==> config.mk <==
export PLATFORM = sky130hd
export DESIGN_NAME = branch_unit
export DESIGN_NICKNAME = d
export VERILOG_FILES = /design/src/rtl/branch_pkg.sv /design/src/rtl/branch_cond_eval.sv /design/src/rtl/branch_unit.sv
export SDC_FILE = /design/constraint.sdc
export NUM_CORES = 1
export LEC_CHECK = 0
export CAP_MARGIN = 40
export CELL_PAD_IN_SITES_DETAIL_PLACEMENT = 1
export CELL_PAD_IN_SITES_GLOBAL_PLACEMENT = 1
export CORE_MARGIN = 3
export CORE_UTILIZATION = 35
export CTS_CLUSTER_SIZE = 10
export DETAILED_ROUTE_END_ITERATION = 8
export GPL_ROUTABILITY_DRIVEN = 0
export PLACE_DENSITY_LB_ADDON = 0.1
export SLEW_MARGIN = 40
export SYNTH_ARGS = -nofsm -noshare
export SYNTH_HDL_FRONTEND = slang
export SYNTH_SLANG_ARGS = --single-unit
==> constraint.sdc <==
create_clock -name CLK -period 3 [get_ports CLK]
set_clock_uncertainty 0.15 [all_clocks]
set_input_delay 0.6 -clock CLK [delete_from_list [all_inputs] [get_ports CLK]]
set_output_delay 0.6 -clock CLK [all_outputs]
set_load 0.02 [all_outputs]
==> src/rtl/branch_pkg.sv <==
// Shared types for the branch unit: FSM states and branch condition codes.
package branch_pkg;

    typedef enum logic [1:0] {
        IDLE = 2'd0,
        RUN  = 2'd1,
        HALT = 2'd2
    } state_t;

    typedef enum logic [2:0] {
        COND_ALWAYS = 3'd0,
        COND_EQ     = 3'd1,
        COND_NE     = 3'd2,
        COND_LT     = 3'd3,
        COND_GE     = 3'd4,
        COND_CS     = 3'd5,
        COND_VS     = 3'd6,
        COND_NEVER  = 3'd7
    } cond_t;

    localparam int FLAGS_W   = 4;
    localparam int RETIRED_W = 16;

endpackage

==> src/rtl/branch_cond_eval.sv <==
// Combinational branch condition decode over z/c/n/v.
// Latency 0; no flow control.
module branch_cond_eval
    import branch_pkg::*;
(
    input  logic [2:0] cond,
    input  logic       z,
    input  logic       c,
    input  logic       n,
    input  logic       v,
    output logic       take
);

    always_comb begin
        take = 1'b0;
        case (cond_t'(cond))
            COND_ALWAYS: take = 1'b1;
            COND_EQ:     take = z;
            COND_NE:     take = ~z;
            COND_LT:     take = n;
            COND_GE:     take = ~n;
            COND_CS:     take = c;
            COND_VS:     take = v;
            COND_NEVER:  take = 1'b0;
            default:     take = 1'b0;
        endcase
    end

endmodule

==> src/rtl/branch_unit.sv <==
// PC sequencer with conditional branches, flag register, halt FSM and retire counter.
// One-cycle update per stall-free RUN cycle; stall freezes all architectural state.
module branch_unit
    import branch_pkg::*;
#(
    parameter int PC_W     = 10,
    parameter int START_PC = 0
) (
    input  logic                 CLK,
    input  logic                 reset,
    input  logic                 start,
    input  logic                 stall,
    input  logic                 halt_req,
    input  logic                 flag_we,
    input  logic                 z_in,
    input  logic                 c_in,
    input  logic                 n_in,
    input  logic                 v_in,
    input  logic                 br_valid,
    input  logic [2:0]           br_cond,
    input  logic                 br_rel,
    input  logic [PC_W-1:0]      br_target,
    output logic [PC_W-1:0]      pc,
    output logic [FLAGS_W-1:0]   flags,
    output logic                 running,
    output logic                 done,
    output logic [RETIRED_W-1:0] retired
);

    localparam logic [PC_W-1:0] W_START = PC_W'(START_PC);

    state_t                r_state;
    logic [PC_W-1:0]       r_pc;
    logic [FLAGS_W-1:0]    r_flags;
    logic [RETIRED_W-1:0]  r_retired;

    logic w_z, w_c, w_n, w_v, w_take;
    logic [PC_W-1:0] w_target;

    // Forward the ALU flags being written this cycle into the condition check.
    assign w_z = flag_we ? z_in : r_flags[3];
    assign w_c = flag_we ? c_in : r_flags[2];
    assign w_n = flag_we ? n_in : r_flags[1];
    assign w_v = flag_we ? v_in : r_flags[0];

    branch_cond_eval u_cond (
        .cond (br_cond),
        .z    (w_z),
        .c    (w_c),
        .n    (w_n),
        .v    (w_v),
        .take (w_take)
    );

    // A PC_W-bit add already gives the sign-extended offset modulo 2^PC_W.
    assign w_target = br_rel ? (r_pc + br_target) : br_target;

    always_ff @(posedge CLK) begin
        if (reset) begin
            r_state   <= IDLE;
            r_pc      <= W_START;
            r_flags   <= '0;
            r_retired <= '0;
        end else begin
            case (r_state)
                IDLE, HALT: begin
                    if (start) begin
                        r_state   <= RUN;
                        r_pc      <= W_START;
                        r_flags   <= '0;
                        r_retired <= '0;
                    end
                end
                RUN: begin
                    if (!stall) begin
                        if (r_retired != {RETIRED_W{1'b1}})
                            r_retired <= r_retired + 1'b1;
                        if (flag_we)
                            r_flags <= {z_in, c_in, n_in, v_in};
                        if (halt_req)
                            r_state <= HALT;
                        else if (br_valid && w_take)
                            r_pc <= w_target;
                        else
                            r_pc <= r_pc + 1'b1;
                    end
                end
                default: r_state <= IDLE;
            endcase
        end
    end

    assign pc      = r_pc;
    assign flags   = r_flags;
    assign retired = r_retired;
    assign running = (r_state == RUN);
    assign done    = (r_state == HALT);

endmodule

==> results by group, run 1 <==
Outcome
  • Status: completed

Floorplan
  • Die H: 86.2 um
  • CORE AREA: 0.00606 mm2
  • Area of the die: 0.00742 mm2
  • Ports: 57
  • Die X: 86.2 um
  • Initial Util: 0.371
  • Row count: 28

Power and ir drop
  • Leak: 1.10 nW
  • Total power: 1.04 mW
  • PD cells: 343 mW/mm2
  • Peak VDD IR: 262 uV

Clock tree
  • CTS H-tree depth: 2
  • CTS-repair resized insts: 0
  • CTS tree: done
  • Clock latency at the later pin of the worst-skew pair: 0.29 ns
  • Clk slew on worst S/H paths: 0.07 ns
  • Buffer depth of the longest clock path: 2
  • Post-CTS setup buffer count: 0
  • Clock Tree Root: clkbuf_8
  • Hold-fix buffers, CTS: 0
  • Clock net sink count: 32
  • Inserted Clock Buffers: 5

Final layout
  • Most frequent cells in the layout: 56 x clkdlybuf4s50_1, 46 x nor2_1, 32 x dfxtp_1
  • Nets: 392
  • Layout Cells excl Fill: 431
  • Diodes inserted: 0
  • Filler cells: 763
  • Finished layout cell area: 0.00303 mm2
  • Area grow syn2layout: 34.7%
  • Fraction of final layout cells sized beyond drive strength 1: 0.0730
  • Most common cell after layout, fill and taps aside: clkdlybuf4s50_1

Timing
  • Final setup TNS: 0 ns
  • Peak Freq: 0.359 GHz
  • Worst-margin pin slew: 0.573 ns
  • Final hold vios: 0
  • Max_slew headroom: 0.618
  • Final setup viols: 0
  • Post-layout minimum cycle time: 2.78 ns
  • RSZ-0062 raised after global routing: false
  • Pins over their slew limit: 0
  • Crit share post-route: 0.928

Critical path
  • R2r endpoint: pc[8]
  • Reg-to-Reg Start: pc[0]
  • Crit Path Class: in -> reg
  • Worst endpoint required time: 3.05 ns
  • Crit. End Element: flip-flop
  • Critical path fanouts, max: 2
  • Startpoint types: input port
  • Worst reg-to-reg path cell count: 9
  • Crit path DAT: 2.83 ns
  • Flop-to-flop setup slack: 0.55 ns

Global route
  • Global Route Usage Sum: 0.194
  • Gr ovfl total: 0
  • Initial antenna violation count: 0
  • First-pass GRT wire length: 11800 um
  • Largest net degree at the start of global routing: 16
  • Vias in the first global route: 2427

Hold path
  • Hold Path Class: reg -> reg
  • Worst Hold End: flags[1]
  • Worst Hold Depth: 2
  • HP Start: flags[1]

Synthesis
  • Synth unique cells: 49
  • Yosys reg bits: 32
  • Synth Cell Area: 0.00225 mm2
  • Mapped Avg Cell Area: 7.67 um2
  • Seq/Total Area, Yosys: 0.285
  • Post-Synthesis Cells: 293
  • Syn_nets: 330
  • Synthesis Warnings: 0

Drt
  • Remaining DRCs: 0
  • Via density: 5.36
  • Routed WL: 6640 um
  • Wire per inst: 15.4 um
  • First-pass DRT Iterations: 5
  • Starting DRT DRC Count: 81
  • Post-route ant nets: 0
  • Vias after detailed routing: 2310

Placement
  • Placed Cells: 423
  • Port bufs: 56
  • Placement Cell Area: 0.00292 mm2
  • Dpl hpwl: 5110 um

Job
  • Max-cap violations: 0
-- layer usage --
| layer | global-route usage | up-vias | wire length [um] |
|---|---|---|---|
| met5 | 0 | - | 0 |
| met4 | 0.0475 | 0 | 82 |
| met3 | 0.0346 | 9 | 242 |
| met2 | 0.329 | 43 | 3120 |
| met1 | 0.255 | 1085 | 3190 |
| li1 | - | 1173 | - |
-- metrics by stage --
step	hold slack, ns	utilization	worst slack (ns)
final	0.382	0.500	0.215
after global routing	0.422	0.500	0.0213
after CTS	0.383	0.500	0.207
after detailed placement	0.367	0.481	-0.0990
after global placement	0.355	0.481	0.00551
after floorplan	0.422	-	0.531
-- final cells by class --
class	instances	area (um2)	area share
clock buffers	5	68.8	0.0227
flip-flops and latches	32	641	0.212
inverters	20	75.1	0.0248
clock inverters	3	42.5	0.0140
well taps	75	93.8	0.0310
multi-input cells	233	1490	0.493
repair buffers	63	613	0.202
-- registers in the layout (all words and copies together), names as in the netlist --
name     cells
flags        4
pc          10
r_state      2
retired     16
-- where the power goes --
part / switching, mW / internal, mW / leakage [nW] / total (mW)
combinational: 0.0975 / 0.0865 / 0.792 / 0.184
sequential: 0.00680 / 0.430 / 0.258 / 0.437
clock: 0.171 / 0.246 / 0.0541 / 0.417
total: 0.275 / 0.762 / 1.10 / 1.04
-- cells by family (layout without fill, tap and decap cells) --
logic type      after synthesis  count (layout)  share of synthesized area
buf+inv                      28              91                     0.0506
mux                          15              15                     0.0673
xor+xnor                     15              15                     0.0584
fa+ha+maj                    12              12                     0.0701
compound gates               61              61                      0.185
flops                        32              32                      0.285
simple gates                130             130                      0.283
-- worst max-delay path, stage by stage --
cell and delay, ns:
clkdlybuf4s50_1 0.48, ha_1 0.18, inv_1 0.06, fa_1 0.37, nor2b_1 0.19, o31ai_2 0.10, a21oi_1 0.21, nor3_1 0.07
o311a_1 0.32, o32ai_1 0.25
-- worst max path at each step --
stage          slack [ns]     to  cells after the start         start
4_1_cts              0.21  pc[8]                     10  br_target[0]
5_1_grt              0.02  pc[8]                     10  br_target[0]
6_report             0.22  pc[8]                     10  br_target[0]
3_3_place_gp        0.006  pc[8]                     10  br_target[0]
3_5_place_dp         -0.1  pc[8]                     10  br_target[0]
2_1_floorplan        0.53  pc[8]                      9  br_target[0]
-- cells in the mapped netlist, drive strengths merged --
| library cell | instances | share of area |
|---|---|---|
| a21o | 1 | 0.0033 |
| a21oi | 19 | 0.042 |
| a221o | 1 | 0.0045 |
| a22o | 4 | 0.016 |
| a22oi | 3 | 0.010 |
| a2bb2oi | 1 | 0.0067 |
| a31oi | 2 | 0.0056 |
| a41oi | 2 | 0.0078 |
| and2b | 1 | 0.0033 |
| and3 | 1 | 0.0028 |
| buf | 2 | 0.0072 |
| clkbuf | 6 | 0.010 |
| clkinv | 1 | 0.0017 |
| dfxtp | 32 | 0.28 |
| fa | 1 | 0.0089 |
| ha | 11 | 0.061 |
| inv | 19 | 0.032 |
| mux2 | 1 | 0.0050 |
| mux2i | 14 | 0.062 |
| nand2 | 22 | 0.038 |
| nand2b | 4 | 0.011 |
| nand3 | 18 | 0.040 |
| nand3b | 3 | 0.010 |
| nand4 | 4 | 0.011 |
| nand4b | 2 | 0.0078 |
| nor2 | 46 | 0.077 |
| nor2b | 5 | 0.014 |
| nor3 | 5 | 0.013 |
| nor4 | 8 | 0.022 |
| o2111ai | 2 | 0.0078 |
| o211ai | 2 | 0.0067 |
| o21a | 3 | 0.010 |
| o21ai | 10 | 0.026 |
| o21bai | 1 | 0.0033 |
| o22ai | 4 | 0.011 |
| o2bb2ai | 2 | 0.0078 |
| o311a | 1 | 0.0045 |
| o31ai | 2 | 0.0089 |
| o32ai | 1 | 0.0039 |
| or2 | 3 | 0.0083 |
| or3 | 7 | 0.019 |
| or3b | 1 | 0.0050 |
| xnor2 | 12 | 0.047 |
| xor2 | 3 | 0.012 |
No activity file was read; power rests on OpenSTA's default activity.
==> run 2: changes to the inputs <==
- clock period: 3 -> 2.6 ns (I/O delays scaled with it)
==> run 2 against run 1 <==
Against the previous run:
- via count up 3.5%
- count of clock-buffer cells in the layout unchanged
- total power up 17%
- highest routed layer unchanged
==> results by group, run 2 (synthesis results as in run 1) <==
Outcome
  • Status: completed

Floorplan
  • Initial Util: 0.371
  • Row count: 28
  • Die H: 86.2 um
  • Area of the die: 0.00742 mm2
  • Die X: 86.2 um
  • Ports: 57
  • CORE AREA: 0.00606 mm2

Final layout
  • Most frequent cells in the layout: 54 x clkdlybuf4s50_1, 46 x nor2_1, 32 x dfxtp_1
  • Area grow syn2layout: 44.1%
  • Largest register FFs: 16
  • Nets: 414
  • Layout Cells excl Fill: 453
  • Fraction of final layout cells sized beyond drive strength 1: 0.151
  • Diodes inserted: 0
  • Final Core Density: 0.535
  • Finished layout cell area: 0.00324 mm2
  • Most common cell after layout, fill and taps aside: clkdlybuf4s50_1

Hold path
  • Worst Hold End: flags[1]
  • Worst Hold Depth: 2
  • Hold Path Class: reg -> reg
  • HP Start: flags[1]

Critical path
  • Worst reg-to-reg path cell count: 9
  • Critical path cell sequence: clkdlybuf4s50_1 > ha_1 > nor2b_4 > o31ai_2 > a21oi_2 > o21a_1 > o311a_1 > o32ai_2
  • Startpoint types: input port
  • CP bufs+invs: 1
  • WP depth: 8
  • Crit path largest cell delay: 0.43 ns
  • Crit Path Class: in -> reg
  • Worst endpoint required time: 2.65 ns
  • Delay-heaviest family, CP: compound AO/OA/AOI/OAI gates
  • Crit. End Element: flip-flop
  • Crit path DAT: 2.56 ns
  • R2r endpoint: pc[8]
  • Critical path fanouts, max: 4
  • Critical path's slowest cell: clkdlybuf4s50_1
  • Reg-to-Reg Start: pc[0]
  • Flop-to-flop setup slack: 0.24 ns

Drt
  • Post-route ant nets: 0
  • Wire per inst: 14.7 um
  • Via density: 5.28
  • Remaining DRCs: 0
  • Routed WL: 6670 um
  • Vias after detailed routing: 2390
  • First-pass DRT Iterations: 4
  • Starting DRT DRC Count: 72

Clock tree
  • Hold-fix buffers, CTS: 0
  • Clock Tree Root: clkbuf_8
  • Clk slew on worst S/H paths: 0.08 ns
  • CTS tree: done
  • Inserted Clock Buffers: 5
  • Clock latency at the later pin of the worst-skew pair: 0.28 ns
  • Clock net sink count: 32
  • CTS H-tree depth: 2
  • Buffer depth of the longest clock path: 2

Timing
  • Fin worst setup slack: 0.0991 ns
  • RSZ-0062 raised after global routing: false
  • Peak Freq: 0.400 GHz
  • Worst hold slack: 0.374 ns
  • Pins over their slew limit: 0
  • Final hold vios: 0
  • Post-layout minimum cycle time: 2.50 ns
  • Crit share post-route: 0.962
  • Max_slew headroom: 0.628
  • Final setup viols: 0
  • Worst-margin pin slew: 0.558 ns
  • Final setup TNS: 0 ns

Power and ir drop
  • Sequential fraction of design power: 0.413
  • Clock share of power: 0.398
  • Total power: 1.22 mW
  • Gate power share: 0.189
  • Power Internal: 0.893 mW
  • PD cells: 376 mW/mm2
  • Leak: 1.24 nW
  • Switch share: 0.267
  • Peak VDD IR: 326 uV
  • Net Switching: 0.325 mW

Placement
  • Dpl hpwl: 5230 um
  • Placed Cells: 443
  • Placement Cell Area: 0.00307 mm2
  • Port bufs: 56
  • Setup Slack @ Placement: -0.412 ns

Global route
  • Initial antenna violation count: 0
  • Vias in the first global route: 2439
  • Largest net degree at the start of global routing: 15
  • First-pass GRT wire length: 11200 um
  • Gr ovfl total: 0
  • Global Route Usage Sum: 0.185

Job
  • Max-cap violations: 0
run 2: cell types whose count changed in the layout (fill, tap and decap cells not counted), sizes merged:
cell / previous run / this run
clkdlybuf4s50: 56 / 54
buf: 7 / 29
dlymetal6s2s: 0 / 2
run 2: area by class of cell:
| class | count | area (um2) |
|---|---|---|
| clock buffer | 5 | 68.8 |
| clock inverter | 3 | 42.5 |
| fill | 771 | 2820 |
| inverter | 20 | 75.1 |
| multi-input combinational | 233 | 1540 |
| sequential | 32 | 641 |
| tap | 75 | 93.8 |
| timing repair buffer | 85 | 783 |
run 2: power by group through the flow:
stage                     Sequential [mW]  Combinational [mW]  Clock (mW)
after floorplan                     0.519               0.118           0
after global placement              0.514               0.222           0
after detailed placement            0.515               0.227           0
after CTS                           0.503               0.229       0.498
after global routing                0.504               0.253       0.514
final                               0.504               0.230       0.484
run 2: what timing repair did:
item | 4_1_cts | 5_1_grt
resized for setup | 3 | 9
pin swaps | 2 | 6
setup endpoints to repair | 2 | 4
buffers inserted | 1 | 1
run 2: how the worst max path moves through the flow:
stage	startpoint	to	slack [ns]
finish	br_target[2]	pc[8]	0.1
global route	br_target[2]	pc[9]	0.01
CTS	br_target[1]	pc[9]	0.02
detailed placement	br_target[0]	pc[8]	-0.41
global placement	br_target[0]	pc[8]	-0.32
floorplan	pc[0]	pc[8]	0.16
run 2: worst register-to-register path, stage by stage, from the launching register on:
cell and delay, ns:
dfxtp_1 0.43, ha_2 0.23, inv_1 0.06, fa_2 0.41, nor2b_4 0.13, o31ai_2 0.08
a21oi_2 0.17, nor3_1 0.06, o311a_1 0.33, o32ai_2 0.23
run 2: routing by layer:
metal | global-route usage | vias to the layer above | share of wire
met5 | 0 | - | 0
met4 | 0.0518 | 0 | 0.011
met3 | 0.0298 | 9 | 0.034
met2 | 0.317 | 44 | 0.48
met1 | 0.237 | 1122 | 0.47
li1 | - | 1215 | -
==> run 3: changes to the inputs <==
- CORE_ASPECT_RATIO: default -> 0.5
- CORE_UTILIZATION: 35 -> 30
- PLACE_DENSITY: default -> 0.81
- PLACE_DENSITY_LB_ADDON: 0.1 -> default
==> run 3 against run 2 <==
Against the previous run:
- routed wire length grew 8.6%
- largest cell class unchanged
- combinational power is essentially flat
- utilization down 6.4 points
- worst setup slack worse by 0.062 ns
- hold slack worse by 0.00051 ns
==> results by group, run 3 (synthesis results as in run 1) <==
Final layout
  • Largest register FFs: 16
  • Most frequent cells in the layout: 55 x clkdlybuf4s50_1, 46 x nor2_1, 32 x dfxtp_1
  • Fraction of final layout cells sized beyond drive strength 1: 0.136
  • Most common cell after layout, fill and taps aside: clkdlybuf4s50_1
  • Diodes inserted: 0
  • Area grow syn2layout: 45.7%
  • Filler cells: 822
  • Nets: 411

Floorplan
  • CORE AREA: 0.00696 mm2
  • Area of the die: 0.00863 mm2
  • Initial Util: 0.323
  • Row count: 21
  • Die H: 67.2 um
  • Die X: 128 um
  • Ports: 57

Critical path
  • Critical path's slowest cell: clkdlybuf4s50_1
  • Crit path DAT: 2.58 ns
  • Crit. End Element: flip-flop
  • R2r endpoint: pc[9]
  • Flop-to-flop setup slack: 0.27 ns
  • WP depth: 8
  • Reg-to-Reg Start: pc[7]
  • Worst reg-to-reg path cell count: 7
  • Delay-heaviest family, CP: compound AO/OA/AOI/OAI gates
  • Critical path cell sequence: clkdlybuf4s50_1 > ha_1 > a21oi_2 > o2111ai_1 > o31ai_2 > mux2i_1 > xor2_1 > a221o_1
  • Startpoint types: input port
  • Worst Setup SP: br_target[1]
  • Worst endpoint required time: 2.61 ns
  • Crit path capture: pc[9]
  • Critical path fanouts, max: 3
  • Crit Path Class: in -> reg
  • CP bufs+invs: 1
  • Crit path largest cell delay: 0.45 ns

Timing
  • Max_slew headroom: 0.618
  • Worst-margin pin slew: 0.573 ns
  • Crit share post-route: 0.986
  • Final setup TNS: 0 ns
  • Peak Freq: 0.390 GHz
  • RSZ-0062 raised after global routing: true
  • Pins over their slew limit: 0
  • Final setup viols: 0
  • Post-layout minimum cycle time: 2.56 ns
  • Final hold vios: 0
  • Fin worst setup slack: 0.0367 ns

Clock tree
  • Inserted Clock Buffers: 5
  • Clk slew on worst S/H paths: 0.05 ns
  • Buffer depth of the longest clock path: 2
  • CTS tree: done
  • Clock latency at the later pin of the worst-skew pair: 0.28 ns
  • Clock net sink count: 32
  • Clock Tree Root: clkbuf_16
  • Hold-fix buffers, CTS: 0
  • CTS H-tree depth: 2

Power and ir drop
  • PD cells: 427 mW/mm2
  • Peak VDD IR: 232 uV
  • Leak: 1.23 nW

Outcome
  • Status: completed

Global route
  • Gr ovfl total: 0
  • First-pass GRT wire length: 11900 um
  • Initial antenna violation count: 0
  • Largest net degree at the start of global routing: 15
  • Vias in the first global route: 2537
  • Global Route Usage Sum: 0.169

Placement
  • Port bufs: 56
  • Setup Slack @ Placement: -0.455 ns
  • Dpl hpwl: 5790 um

Drt
  • Routed WL: 7250 um
  • First-pass DRT Iterations: 4
  • Via density: 5.24
  • Wire per inst: 15.5 um
  • Vias after detailed routing: 2445
  • Starting DRT DRC Count: 83
  • Post-route ant nets: 0
  • Remaining DRCs: 0

Hold path
  • Hold Path Class: reg -> reg
  • HP Start: retired[4]

Job
  • Max-cap violations: 0
run 3: through the flow:
stage                     instance area (um2)  std cells   util  power [mW]  hold WS, ns
after floorplan                          2250        293      -       0.637        0.422
after CTS                                3270        467  0.469        1.42        0.380
after detailed placement                 3080        459  0.442       0.742        0.368
after global routing                     3280        467  0.470        1.46        0.416
after global placement                   3080        459  0.442       0.730        0.350
final                                    3280        467  0.470        1.40        0.374
run 3: layout make-up:
type                       count  area [um2]  area share
multi-input combinational    233        1520       0.464
inverter                      20        75.1      0.0229
clock buffer                   5         125      0.0382
timing repair buffer          82         758       0.231
tap                           92         115      0.0351
sequential                    32         641       0.196
clock inverter                 3        42.5      0.0130
run 3: worst min-delay path by stage:
stage	slack [ns]	cells after the start	endpoint
3_5_place_dp	0.37	2	retired[4]
5_1_grt	0.42	2	flags[3]
6_report	0.37	2	retired[4]
4_1_cts	0.38	2	retired[4]
2_1_floorplan	0.42	2	pc[4]
3_3_place_gp	0.35	2	flags[1]
run 3: repair_timing:
item | 4_1_cts | 5_1_grt
resized for setup | 6 | 2
endpoints found under the hold margin | 0 | 0
endpoints found under the setup margin | 3 | 3
setup buffers | 0 | 0
pin swaps | 2 | 1
run 3: where the power goes:
group,switching [mW],internal (mW)
Combinational,0.120,0.111
Clock,0.216,0.449
Sequential,0.00748,0.497
Total,0.343,1.06
run 3: worst min-delay path, stage by stage, from the launching register on:
cell,delay (ns)
dfxtp_1,0.34
o21ai_0,0.08
a21oi_1,0.06
run 3: routing by layer:
metal  wire [um]  GRT usage  share of wire  vias to the layer above
li1            -          -              -                     1206
met1        3360      0.202           0.46                     1199
met2        3620      0.325           0.50                       33
met3         206     0.0245          0.028                        7
met4          59     0.0397         0.0081                        0
met5           0          0              0                        -
